### src/rtl/capture_pkg.sv
// Shared definitions for the ADC capture readout sequencer.
//
// Contents:
//   ctrl_state_e       - controller state encoding, also exported on CtrlState
//   Store* constants   - encodings of the capture store's StorageState bus
//   DefaultHeaderByte  - first byte of every transmitted frame
//   StrobeAckCycles    - cycles WriteStrobe is held waiting for the store to start
//   is_drain_state()   - states in which an abort is deferred until the store is drained
package capture_pkg;

   typedef enum logic [3:0] {
      StIdle      = 4'd0,
      StArmed     = 4'd1,
      StStrobe    = 4'd2,
      StCapture   = 4'd3,
      StHeader    = 4'd4,
      StRead      = 4'd5,
      StWaitValid = 4'd6,
      StSend      = 4'd7,
      StTrailerHi = 4'd8,
      StTrailerLo = 4'd9
   } ctrl_state_e;

   localparam logic [1:0] StoreReady   = 2'b00;
   localparam logic [1:0] StoreStoring = 2'b01;
   localparam logic [1:0] StoreSending = 2'b10;

   localparam logic [7:0] DefaultHeaderByte = 8'hA5;

   localparam int unsigned StrobeAckCycles = 4;

   // Abort in these states cannot simply drop back to idle: the store already holds
   // (or is filling with) a capture that must be read out to leave it empty.
   function automatic logic is_drain_state(input ctrl_state_e s);
      return (s >= StCapture) && (s <= StSend);
   endfunction

endpackage

### src/rtl/trigger_qualifier.sv
// Trigger qualification for the capture sequencer.
//
// Registers the (already synchronised) trigger level, detects an edge of the
// selected polarity, ORs in the manual force, and gates the result with a
// saturating holdoff counter and the store-ready condition.
//
// Ports:
//   clk            - read clock
//   rst            - synchronous active-high reset
//   clear          - restart the holdoff window (capture being armed)
//   enable         - controller is armed; holdoff counts and triggers may pass
//   abort          - abort request this cycle; suppresses the trigger
//   trigger_in     - trigger level
//   force_trigger  - one-cycle manual trigger, still subject to holdoff
//   store_state    - capture store state bus
//   trigger_accept - one-cycle pulse: trigger accepted this cycle
module trigger_qualifier
   import capture_pkg::*;
#(
   parameter bit          TRIGGER_RISING = 1'b1,
   parameter int unsigned HOLDOFF_CYCLES = 16
) (
   input  logic       clk,
   input  logic       rst,
   input  logic       clear,
   input  logic       enable,
   input  logic       abort,
   input  logic       trigger_in,
   input  logic       force_trigger,
   input  logic [1:0] store_state,
   output logic       trigger_accept
);

   localparam logic [15:0] HoldoffLast = 16'(HOLDOFF_CYCLES);

   logic        trigger_q;
   logic [15:0] holdoff_q, holdoff_d;
   logic        edge_seen;
   logic        holdoff_done;

   always_ff @(posedge clk) begin
      if (rst) begin
         trigger_q <= 1'b0;
         holdoff_q <= '0;
      end else begin
         trigger_q <= trigger_in;
         holdoff_q <= holdoff_d;
      end
   end

   // Counts only while armed and parks at the limit, so "expired" is a plain
   // equality compare; a limit of zero is expired from the first armed cycle.
   always_comb begin
      holdoff_d = holdoff_q;
      if (clear) begin
         holdoff_d = '0;
      end else if (enable && (holdoff_q != HoldoffLast)) begin
         holdoff_d = holdoff_q + 16'd1;
      end
   end

   always_comb begin
      if (TRIGGER_RISING) begin
         edge_seen = trigger_in & ~trigger_q;
      end else begin
         edge_seen = ~trigger_in & trigger_q;
      end
      holdoff_done = (holdoff_q == HoldoffLast);
      // Triggers failing any qualifier are dropped outright, never remembered.
      trigger_accept = enable & holdoff_done & ~abort & (store_state == StoreReady) &
                       (edge_seen | force_trigger);
   end

endmodule

### src/rtl/capture_readout_ctrl.sv
// Capture readout sequencer.
//
// Arms on command, fires the store's WriteStrobe on a qualified trigger, waits
// for the capture to complete, then drains the store one byte at a time and
// frames the data on a byte-wide valid/ready stream:
//   HEADER_BYTE, payload bytes..., count[15:8], count[7:0]
// An abort after capture has started still drains the store but sends nothing.
//
// Ports:
//   ReadClock         - single clock (store read-clock domain)
//   Reset             - synchronous active-high reset
//   ArmCmd            - pulse; arm a capture (ignored unless idle)
//   AbortCmd          - pulse; abort the current frame
//   ForceTrigger      - pulse; trigger without an edge (holdoff still applies)
//   TriggerIn         - synchronised trigger level
//   StorageState      - store state: 00 ready, 01 storing, 10 sending
//   StorageDataReady  - store holds unread bytes
//   StorageDataValid  - StorageData valid this cycle
//   StorageData       - byte from store
//   WriteStrobe       - capture start level to store
//   StorageReadEnable - one-cycle byte read request
//   TxData/TxValid    - transmit byte and its valid
//   TxReady           - transmit sink ready
//   Busy              - controller not idle
//   Error             - sticky timeout flag, cleared on arm
//   CtrlState         - current state encoding
module capture_readout_ctrl
   import capture_pkg::*;
#(
   parameter logic [7:0]  HEADER_BYTE    = DefaultHeaderByte,
   parameter bit          TRIGGER_RISING = 1'b1,
   parameter int unsigned HOLDOFF_CYCLES = 16,
   parameter int unsigned VALID_TIMEOUT  = 8
) (
   input  logic       ReadClock,
   input  logic       Reset,
   input  logic       ArmCmd,
   input  logic       AbortCmd,
   input  logic       ForceTrigger,
   input  logic       TriggerIn,
   input  logic [1:0] StorageState,
   input  logic       StorageDataReady,
   input  logic       StorageDataValid,
   input  logic [7:0] StorageData,
   output logic       WriteStrobe,
   output logic       StorageReadEnable,
   output logic [7:0] TxData,
   output logic       TxValid,
   input  logic       TxReady,
   output logic       Busy,
   output logic       Error,
   output logic [3:0] CtrlState
);

   // VALID_TIMEOUT is expected in 1..256.
   localparam logic [7:0] ValidLast  = 8'(VALID_TIMEOUT - 1);
   localparam logic [1:0] StrobeLast = 2'(StrobeAckCycles - 1);

   ctrl_state_e state_q, state_d;

   logic        arm_load;
   logic        trigger_accept;
   logic        tx_accept;
   logic        strobe_expired;
   logic        valid_expired;

   logic [1:0]  strobe_cnt_q;
   logic [7:0]  valid_cnt_q;
   logic [15:0] byte_cnt_q;
   logic [7:0]  tx_data_q;
   logic        error_q;
   logic        abort_q;

   assign arm_load  = (state_q == StIdle) && ArmCmd;
   assign tx_accept = TxValid && TxReady;

   // Abort in the same cycle takes priority, so no error is raised then.
   assign strobe_expired = (state_q == StStrobe) && (StorageState != StoreStoring) &&
                           (strobe_cnt_q == StrobeLast) && !AbortCmd;
   // Data arriving on the last allowed cycle wins over the timeout.
   assign valid_expired  = (state_q == StWaitValid) && !StorageDataValid &&
                           (valid_cnt_q == ValidLast);

   trigger_qualifier #(
      .TRIGGER_RISING (TRIGGER_RISING),
      .HOLDOFF_CYCLES (HOLDOFF_CYCLES)
   ) u_trigger_qualifier (
      .clk            (ReadClock),
      .rst            (Reset),
      .clear          (arm_load),
      .enable         (state_q == StArmed),
      .abort          (AbortCmd),
      .trigger_in     (TriggerIn),
      .force_trigger  (ForceTrigger),
      .store_state    (StorageState),
      .trigger_accept (trigger_accept)
   );

   // State register
   always_ff @(posedge ReadClock) begin
      if (Reset) begin
         state_q <= StIdle;
      end else begin
         state_q <= state_d;
      end
   end

   // Next-state logic
   always_comb begin
      state_d = state_q;
      unique case (state_q)
         StIdle: begin
            if (ArmCmd) state_d = StArmed;
         end
         StArmed: begin
            if (AbortCmd) begin
               state_d = StIdle;
            end else if (trigger_accept) begin
               state_d = StStrobe;
            end
         end
         StStrobe: begin
            if (AbortCmd) begin
               state_d = StIdle;
            end else if (StorageState == StoreStoring) begin
               state_d = StCapture;
            end else if (strobe_expired) begin
               state_d = StArmed;
            end
         end
         StCapture: begin
            if (StorageState == StoreSending) state_d = StHeader;
         end
         StHeader: begin
            if (abort_q || TxReady) state_d = StRead;
         end
         StRead: begin
            if (StorageDataReady) begin
               state_d = StWaitValid;
            end else if (StorageState == StoreReady) begin
               state_d = abort_q ? StIdle : StTrailerHi;
            end
         end
         StWaitValid: begin
            if (StorageDataValid) begin
               // An aborted frame discards the byte instead of sending it.
               state_d = abort_q ? StRead : StSend;
            end else if (valid_expired) begin
               state_d = StRead;
            end
         end
         StSend: begin
            if (abort_q || TxReady) state_d = StRead;
         end
         StTrailerHi: begin
            if (abort_q) begin
               state_d = StIdle;
            end else if (TxReady) begin
               state_d = StTrailerLo;
            end
         end
         StTrailerLo: begin
            if (abort_q || TxReady) state_d = StIdle;
         end
         default: state_d = StIdle;
      endcase
   end

   // Counters, captured byte and status flags
   always_ff @(posedge ReadClock) begin
      if (Reset) begin
         strobe_cnt_q <= '0;
         valid_cnt_q  <= '0;
         byte_cnt_q   <= '0;
         tx_data_q    <= '0;
         error_q      <= 1'b0;
         abort_q      <= 1'b0;
      end else begin
         // Both timers run from zero on every entry into their state.
         strobe_cnt_q <= (state_q == StStrobe) ? strobe_cnt_q + 2'd1 : '0;
         valid_cnt_q  <= (state_q == StWaitValid) ? valid_cnt_q + 8'd1 : '0;

         if ((state_q == StWaitValid) && StorageDataValid) begin
            tx_data_q <= StorageData;
         end

         if (arm_load) begin
            byte_cnt_q <= '0;
            error_q    <= 1'b0;
            abort_q    <= 1'b0;
         end else begin
            if (strobe_expired || valid_expired) begin
               error_q <= 1'b1;
            end
            if (AbortCmd && is_drain_state(state_q)) begin
               abort_q <= 1'b1;
            end
            if ((state_q == StSend) && tx_accept && (byte_cnt_q != 16'hFFFF)) begin
               byte_cnt_q <= byte_cnt_q + 16'd1;
            end
         end
      end
   end

   // Outputs
   always_comb begin
      WriteStrobe       = (state_q == StStrobe);
      StorageReadEnable = (state_q == StRead) && StorageDataReady;
      TxValid           = 1'b0;
      TxData            = 8'h00;
      case (state_q)
         StHeader: begin
            TxValid = !abort_q;
            TxData  = HEADER_BYTE;
         end
         StSend: begin
            TxValid = !abort_q;
            TxData  = tx_data_q;
         end
         StTrailerHi: begin
            TxValid = !abort_q;
            TxData  = byte_cnt_q[15:8];
         end
         StTrailerLo: begin
            TxValid = !abort_q;
            TxData  = byte_cnt_q[7:0];
         end
         default: ;
      endcase
      Busy      = (state_q != StIdle);
      Error     = error_q;
      CtrlState = state_q;
   end

endmodule

### config.mk
export PLATFORM = sky130hd
export DESIGN_NAME = capture_readout_ctrl
export DESIGN_NICKNAME = d
export VERILOG_FILES = /design/src/rtl/capture_pkg.sv /design/src/rtl/trigger_qualifier.sv /design/src/rtl/capture_readout_ctrl.sv
export SDC_FILE = /design/constraint.sdc
export NUM_CORES = 1
export LEC_CHECK = 0
export CORE_ASPECT_RATIO = 0.7
export CORE_MARGIN = 3
export CORE_UTILIZATION = 35
export DETAILED_ROUTE_END_ITERATION = 10
export PLACE_DENSITY = 0.62
export SETUP_SLACK_MARGIN = 0.3
export SYNTH_ARGS = -nofsm -noshare
export SYNTH_HDL_FRONTEND = slang
export SYNTH_SLANG_ARGS = --single-unit
### constraint.sdc
create_clock -name ReadClock -period 2.4 [get_ports ReadClock]
set_input_delay 0.36 -clock ReadClock [delete_from_list [all_inputs] [get_ports ReadClock]]
set_output_delay 0.36 -clock ReadClock [all_outputs]
set_load 0.005 [all_outputs]
# Word-level counts from Yosys, hierarchy flattened
# Cells that the tools add are included.
op_classes:
  add_sub_neg: 4
  magnitude_cmp: 2
  eq_ne: 26
  n_mux: 20
  bitwise: 10
  n_reduce_logical: 28
ops:
  columns: ["operator", "count"]
  rows:
  - ["$mux W4", 16]
  - ["$pmux W4 S9", 1]
  - ["$add A16 B1 Y16 const B", 2]
  - ["$pmux W8 S4", 1]
  - ["$eq A16 B5 Y1 const B", 1]
  - ["$eq A4 B3 Y1 const B", 4]
  - ["$ne A16 B16 Y1 const B", 1]
  - ["$ne A16 B5 Y1 const B", 1]
  - ["$logic_and A1 B1 Y1", 14]
  - ["$ne A3 B3 Y1 const B", 4]
  - ["$reduce_and A9 Y1", 1]
  - ["$add A8 B1 Y8 const B", 1]
  - ["$eq A4 B2 Y1 const B", 2]
  - ["$eq A4 B4 Y1 const B", 2]
  - ["$eq A8 B3 Y1 const B", 1]
  - ["$reduce_or A2 Y1", 4]
  - ["$ne A2 B2 Y1 const B", 3]
  - ["$and A1 B1 Y1", 5]
  - ["$eq A2 B2 Y1 const B", 2]
  - ["$eq A4 B1 Y1 const B", 1]
  - ["$ge A4 B2 Y1 const B", 1]
  - ["$le A4 B3 Y1 const B", 1]
  - ["$logic_not A4 Y1", 1]
  - ["$ne A2 B1 Y1 const B", 2]
  - ["12 further kinds", 18]
word_totals:
  regBits: 57
  input_bits: 19
  output_inout_bits: 17
  wordCells: 99

# Depth between registers and ports, before layout
# Gate-level depths: netlist of the first run.
depth:
  depth_word: 8
  ltp_mapped: 8
  depth_no_buf: 7

# Modules after synthesis
# Synthesis of the first run repeated with hierarchy kept, for this count alone.
unflattened:
  hier_cells: 362
  area_unflattened_um2: 3026.7
by_module_without_submodules:
  columns: ["module", "n_inst", "cells_each", "area_each_um2"]
  rows:
  - ["capture_readout_ctrl", 1, 261, 2149.6]
  - ["trigger_qualifier", 1, 101, 877.1]

# Worst setup path after synthesis of the first run
# No wires, ideal clock.
synth_timing:
  kind: "register to register"
  from: "register state_q[3] (netlist: CtrlState[3])"
  to: "register state_q[2] (netlist: CtrlState[2])"
  arrival_time_ns: 1.713
  path_slack_ns: 0.563
  path_stages_with_launch: 6
  n_path_buf: 0
  period_less_slack_ns: 1.837
  cell_sequence: "dfxtp_1 > or3b_1 > o21a_1 > or3_1 > nand4_2 > mux2_1"
synth_via:
  elab_chain_cells: 7
  elab_cells_between_ends: 31
  cone_classes: "eq/ne (18); mux (1); bitwise (4); reduce/logical (8)"
synth_rtl:
  columns: ["element", "line", "rtl"]
  rows:
  - ["from (decl)", "capture_readout_ctrl.sv:59", "ctrl_state_e state_q, state_d;"]
  - ["from (signal assigned)", "capture_readout_ctrl.sv:102", "state_q <= StIdle;"]
  - ["from (signal assigned)", "capture_readout_ctrl.sv:104", "state_q <= state_d;"]
  - ["$eq A4 B1 Y1", "capture_readout_ctrl.sv:91, capture_readout_ctrl.sv:111", null]
  - ["$and A1 B1 Y1 (4 in series)", "trigger_qualifier.sv:70", "trigger_accept = enable & holdoff_done & ~abort & (store_state == StoreReady) &"]
  - ["$ne A3 B3 Y1 (no source line)", null, null]
  - ["$reduce_and A9 Y1 (no source line)", null, null]
# Parallel ways exist; a longest one is shown, timed or not.
# A chain may end at the register's enable or synchronous reset.

# Worst setup path in the final report of the first run
layout_timing:
  from: "register state_q[2] (netlist: CtrlState[2])"
  to: "output WriteStrobe"
layout_via:
  elab_chain_cells: 1
layout_rtl:
  columns: ["element", "line", "rtl"]
  rows:
  - ["$eq A4 B2 Y1", "capture_readout_ctrl.sv:207", "WriteStrobe = (state_q == StStrobe);"]
  - ["to (decl)", "capture_readout_ctrl.sv:45", "output logic WriteStrobe,"]
# No other way between the ends.

==> impl_metrics.py, run 1 <==
metrics = {
    "route": {
        "avgRoutedWirePerCell_um": 14.1,
        "vias_per_cell": 5.07,
        "drcViolationCount": 0,
        "dr.pass1.iters": 4,
        "routed-via-count": 2679,
        "ant_nets": 0,
        "drt_wl_total_um": 7460,
        "drt-initial-drc-count": 262,
    },
    "critical_path": {
        "required_ns": 2.04,
        "cp-start-kind": "flip-flop",
        "max_stage_delay_ns": 0.48,
        "path_max_fanout": 8,
        "critPathSlowestCell": "or4b_4",
        "arrival_ns": 1.69,
        "cp_cell_sequence": "buf_6, buf_8, or4b_4, inv_1, dlygate4sd2_1",
        "worst_setup_path_end_kind": "primary output",
        "critical_path_class": "reg -> out",
    },
    "die": {
        "coreArea_um2": 8210,
        "dieWidth_um": 118,
        "dieArea_um2": 9990,
        "initial_utilization": 0.376,
        "row_count": 27,
        "pin_count": 36,
        "die_height_um": 84.5,
    },
    "synthesis": {
        "syn-instance-count": 358,
        "synth_seq_cells": 57,
        "synth_top_flop_cell": "dfxtp_1",
        "synthArstFlopShare": 0,
        "yosysUniqueCellTypes": 53,
        "yosysSeqAreaShare": 0.370,
        "syn_nets": 382,
        "synth_top_cell_area_share": 0.370,
        "synth_area_leaders": "dfxtp_1 (37%), nor2_1 (6.6%), mux2i_1 (5.8%)",
        "syn_area_per_cell_um2": 8.61,
        "synth_top_cell_by_area": "dfxtp_1",
        "synth_edf_count": 0,
        "yosys_warnings": 0,
        "syn_area_um2": 3080,
    },
    "power_and_ir_drop": {
        "p_int_w": 0.00202,
        "p_clk_frac": 0.422,
        "sw_frac_of_total": 0.270,
        "power.share.sequential": 0.370,
        "p_sw_w": 0.000749,
        "pwr-share-comb": 0.208,
        "ir_drop_v": 0.000359,
        "leakagePower_nw": 1.71,
        "powerDensity_nw_per_um2": 691,
        "power_w": 0.00277,
    },
    "sta": {
        "relSlewSlack": 0.674,
        "drv_slew": 0,
        "tightestPinTransition_ns": 0.486,
        "fmax_mhz": 488,
        "rsz0062_at_grt": "false",
        "fin_skew_ns": 0.00564,
        "worst_hold_slack_ns": 0.427,
        "setup_violations": 0,
        "fin_crit_ns": 2.05,
        "post-route-period-util": 0.854,
        "tns_ns": 0,
        "hold_violations": 0,
    },
    "global_routing": {
        "track_usage": 0.151,
        "grt_pass1_vias": 2437,
        "grt_max_degree": 22,
        "grt_pass1_wl_um": 12000,
        "grt_overflow": 0,
        "antenna_found_initial": 0,
    },
    "cells_and_area": {
        "multi_input_area_um2": 1860,
        "layout_common_cells": "nor2_1 (54), dfxtp_1 (53), clkdlybuf4s50_1 (23)",
        "num-nets-final": 431,
        "syn_to_final_growth_pct": 30.1,
        "final_cell_area_um2": 4010,
        "seq_area_um2": 1150,
        "antenna_cells": 0,
        "final_common_cell": "nor2_1",
        "filler_cell_count": 799,
        "drive_gt1_frac": 0.148,
    },
    "clocking": {
        "clock_latency_ns": 0.33,
        "cts_buffer_depth": 2,
        "clk_pin_slew_ns": 0.05,
        "cts_root_buffer": "clkbuf_16",
        "numCtsBuffers": 9,
        "cts_sinks": 57,
        "cts_tree": "built",
        "htreeDepth": 3,
        "ctsHoldBuffers": 0,
    },
    "placement": {
        "io_buffers": 35,
        "placed_area_um2": 3580,
        "place.gp.congestion": 0.854,
        "dp_hpwl_um": 5250,
    },
    "status": {
        "status": "complete, no violations",
    },
    "flow_run": {
        "cap_violations": 0,
    },
    "min_path": {
        "min-delay-path-class": "reg -> reg",
    },
}
## logic make-up after synthesis
logic type / synth area share
mux: 0.0621
xor+xnor: 0.0881
compound gates: 0.0885
buf+inv: 0.0471
flops: 0.370
simple gates: 0.324
fa+ha+maj: 0.0203
## final timing paths
| check | start | to | slack, ns | depth (start not counted) |
|---|---|---|---|---|
| worst max-delay path | CtrlState[2]$_SDFFE_PP0P_ | WriteStrobe | 0.35 | 5 |
| worst min-delay path | strobe_cnt_q[0]$_SDFF_PP0_ | strobe_cnt_q[0]$_SDFF_PP0_ | 0.43 | 1 |
| worst min register to register | strobe_cnt_q[0]$_SDFF_PP0_ | strobe_cnt_q[0]$_SDFF_PP0_ | 0.43 | 1 |
| worst max register to register | CtrlState[2]$_SDFFE_PP0P_ | CtrlState[2]$_SDFFE_PP0P_ | 0.40 | 8 |
## cells in the mapped netlist, types with 7 or more instances
| cell type | instances |
|---|---|
| nand2_1 | 17 |
| dfxtp_1 | 57 |
| inv_1 | 11 |
| a21oi_1 | 16 |
| o21ai_0 | 11 |
| nor2b_1 | 7 |
| xnor2_1 | 14 |
| xor2_1 | 17 |
| mux2i_1 | 18 |
| nor3_1 | 13 |
| nor2_1 | 54 |
| nand3_1 | 21 |
| clkbuf_1 | 8 |
## power by group through the flow
| stage | Combinational [W] | Clock, W | Sequential, W |
|---|---|---|---|
| after CTS | 0.000561 | 0.00120 | 0.00102 |
| after global routing | 0.000631 | 0.00125 | 0.00103 |
| final | 0.000578 | 0.00117 | 0.00102 |
| after global placement | 0.000528 | 0 | 0.00103 |
| after floorplan | 0.000347 | 0 | 0.00102 |
| after detailed placement | 0.000530 | 0 | 0.00104 |
## layer usage
layer	global-route usage	vias to the layer above	wire length, um
met5	0	-	0
met4	0.0447	0	74
met3	0.0566	7	522
met2	0.203	71	2940
met1	0.220	1236	3920
li1	-	1365	-
## timing repair
action | 4_1_cts | 5_1_grt
setup endpoints to repair | 12 | 11
gates resized for setup | 15 | 21
buffers inserted | 3 | 3
pin swaps | 1 | 4
cloned | 0 | 1
hold endpoints to repair | 0 | 0
## through the flow
| step | worst slack [ns] | instances | util |
|---|---|---|---|
| 2_1_floorplan | 0.563 | 358 | - |
| 3_3_place_gp | 0.295 | 505 | 0.436 |
| 3_5_place_dp | 0.303 | 505 | 0.436 |
| 4_1_cts | 0.130 | 524 | 0.476 |
| 5_1_grt | 0.311 | 528 | 0.489 |
| 6_report | 0.350 | 528 | 0.489 |
## cell type report
cell class                      instances  share of cell area
Inverter                               11              0.0103
Sequential cell                        57               0.287
Multi-Input combinational cell        273               0.463
Clock inverter                          3             0.00374
Timing Repair Buffer                   55               0.135
Clock buffer                           13              0.0649
Tap cell                              116              0.0362
## worst max-delay path, delay by kind of cell, from the launching register on
family | cells | cell delay [ns]
DFF | 1 | 0.32
and+or+nand+nor | 1 | 0.48
buffers and inverters | 4 | 0.55
## flip-flops by register name, summed over array words and instances (netlist names)
name                           flops
u_trigger_qualifier.holdoff_q     16
u_trigger_qualifier.trigger_q      1
byte_cnt_q                        16
strobe_cnt_q                       2
Error                              1
abort_q                            1
tx_data_q                          8
valid_cnt_q                        8
CtrlState                          4
Power figures use the tool's default switching activity.
==> run 2: changes to the inputs <==
CTS_CLUSTER_SIZE = 20   (was unset)
==> results of run 2 <==
No change in the layout: final DEF, timing and power equal those of run 1.
==> run 3: changes to the inputs <==
ABC_AREA = 1   (was unset)
CELL_PAD_IN_SITES_DETAIL_PLACEMENT = 1   (was unset)
CELL_PAD_IN_SITES_GLOBAL_PLACEMENT = 1   (was unset)
PLACE_DENSITY = 0.8   (was 0.62)
==> impl_metrics.py, run 3 <==
metrics = {
    "cells_and_area": {
        "antenna_cells": 0,
        "final_common_cell": "nand2_1",
        "syn_to_final_growth_pct": 28.7,
        "final_util": 0.482,
        "drive_gt1_frac": 0.102,
        "filler_cell_count": 1175,
        "final_cell_area_um2": 4240,
        "top_regs": "byte_cnt_q x16, u_trigger_qualifier.holdoff_q x16",
        "layout_common_cells": "nand2_1 (121), inv_1 (76), nor2_1 (70)",
        "num-nets-final": 598,
    },
    "die": {
        "initial_utilization": 0.374,
        "dieArea_um2": 10600,
        "dieWidth_um": 122,
        "pin_count": 36,
        "coreArea_um2": 8790,
        "row_count": 28,
        "die_height_um": 87.1,
    },
    "global_routing": {
        "grt_pass1_wl_um": 17300,
        "grt_overflow": 0,
        "grt_max_degree": 22,
        "antenna_found_initial": 0,
        "grt_pass1_vias": 3528,
        "track_usage": 0.208,
    },
    "sta": {
        "setup_slack_ns": 0.261,
        "post-route-period-util": 0.891,
        "tightestPinTransition_ns": 0.578,
        "relSlewSlack": 0.612,
        "hold_violations": 0,
        "rsz0062_at_grt": "true",
        "tns_ns": 0,
        "drv_slew": 0,
        "setup_violations": 0,
        "fin_crit_ns": 2.14,
        "fin_skew_ns": 0.00972,
        "fmax_mhz": 468,
    },
    "clocking": {
        "cts_root_buffer": "clkbuf_16",
        "cts_sinks": 57,
        "cts_tree": "built",
        "htreeDepth": 3,
        "cts_buffer_depth": 2,
        "clock_latency_ns": 0.34,
        "ctsHoldBuffers": 0,
        "numCtsBuffers": 9,
        "clk_pin_slew_ns": 0.05,
    },
    "synthesis": {
        "syn_area_per_cell_um2": 6.33,
        "syn_area_um2": 3290,
        "yosys_warnings": 0,
        "synth_top_cells_by_count": "nand2_1 (126), inv_1 (79), nor2_1 (76)",
        "synthArstFlopShare": 0,
        "yosysUniqueCellTypes": 29,
        "synth_top_flop_cell": "dfxtp_1",
        "synth_seq_cells": 57,
        "syn_nets": 544,
        "synth_top_cell_by_area": "dfxtp_1",
        "yosysSeqAreaShare": 0.347,
        "synth.most_common_cell": "nand2_1",
        "synth_top_cell_area_share": 0.347,
        "syn-instance-count": 520,
        "synth_edf_count": 0,
        "synth_area_leaders": "dfxtp_1 (35%), nand2_1 (14%), inv_1 (9.0%)",
    },
    "route": {
        "vias_per_cell": 5.13,
        "avgRoutedWirePerCell_um": 15.7,
        "routed-via-count": 3582,
        "ant_nets": 0,
        "drt_wl_total_um": 11000,
        "drt-initial-drc-count": 259,
        "drcViolationCount": 0,
        "dr.pass1.iters": 4,
    },
    "power_and_ir_drop": {
        "power_w": 0.00332,
        "ir_drop_v": 0.000385,
        "powerDensity_nw_per_um2": 784,
        "leakagePower_nw": 1.75,
    },
    "placement": {
        "dpl_worst_slack_ns": 0.0522,
        "place.gp.congestion": 0.901,
        "placed_area_um2": 3800,
        "dp_hpwl_um": 7770,
        "io_buffers": 35,
    },
    "critical_path": {
        "path_max_fanout": 7,
        "max_stage_delay_ns": 0.39,
        "arrival_ns": 1.78,
        "required_ns": 2.04,
        "worst_setup_path_end_kind": "primary output",
        "cp_cell_sequence": "inv_2, nor2_4, nand2_4, buf_4, o21ai_1, a21oi_1, o21ai_0, dlygate4sd2_1",
        "critical_path_class": "reg -> out",
        "critPathSlowestCell": "dfxtp_4",
        "cp-start-kind": "flip-flop",
    },
    "flow_run": {
        "cap_violations": 0,
    },
    "min_path": {
        "min-delay-path-class": "reg -> reg",
    },
    "status": {
        "status": "complete, no violations",
    },
}
[run 3: logic make-up (layout without fill, tap and decap cells)]
group | count (synthesis) | count (layout) | share of synthesized area
AOI/OAI and AO/OA | 83 | 83 | 0.134
xor gates and xnor gates | 13 | 13 | 0.0346
adders and majority gates | 5 | 5 | 0.0190
buffers and inverters | 89 | 147 | 0.105
DFF | 57 | 57 | 0.347
and+or+nand+nor | 273 | 273 | 0.361
[run 3: repair_timing]
action                     in CTS  in global routing
setup endpoints to repair      12                 19
pin swaps                       3                  5
gates resized for setup        29                 15
setup buffers                   2                  8
[run 3: area by class of cell]
cell class	instances	area (um^2)	area share
Inverter	81	304	0.0718
Sequential cell	57	1160	0.273
Tap cell	120	150	0.0354
Clock inverter	3	15.0	0.00354
Timing Repair Buffer	51	472	0.111
Multi-Input combinational cell	374	1870	0.442
Clock buffer	12	267	0.0629
[run 3: stage by stage]
step	hold slack [ns]	cells
3_5_place_dp	0.423	673
2_1_floorplan	0.397	520
5_1_grt	0.467	698
3_3_place_gp	0.407	673
6_report	0.444	698
4_1_cts	0.443	690
[run 3: report_power, final]
group          internal (W)  switching, W
sequential          0.00101     0.0000739
combinational      0.000397      0.000628
clock              0.000770      0.000441
[run 3: worst paths after layout]
path | start | end | slack [ns] | depth (start not counted)
worst max-delay path | CtrlState[2]$_SDFFE_PP0P_ | TxData[7] | 0.26 | 8
worst min-delay path | strobe_cnt_q[0]$_SDFF_PP0_ | strobe_cnt_q[0]$_SDFF_PP0_ | 0.44 | 1
worst max register to register | u_trigger_qualifier.holdoff_q[0]$_SDFFE_PP0P_ | u_trigger_qualifier.holdoff_q[5]$_SDFFE_PP0P_ | 0.50 | 10
worst min register to register | strobe_cnt_q[0]$_SDFF_PP0_ | strobe_cnt_q[0]$_SDFF_PP0_ | 0.44 | 1
[run 3: critical path: cells and delay by family (launching register included)]
kind / cells / cell delay, ns
buffers and inverters: 3 / 0.47
flip-flops: 1 / 0.39
AO/OA/AOI/OAI: 3 / 0.30
AND/OR/NAND/NOR: 2 / 0.29
[run 3: layer usage]
layer	wire length, um	global-route usage	part of all wire	vias up
met1	5320	0.279	0.49	1725
li1	-	-	-	1779
met2	4990	0.333	0.46	60
met5	0	0	0	-
met4	206	0.0549	0.019	0
met3	444	0.0552	0.041	18
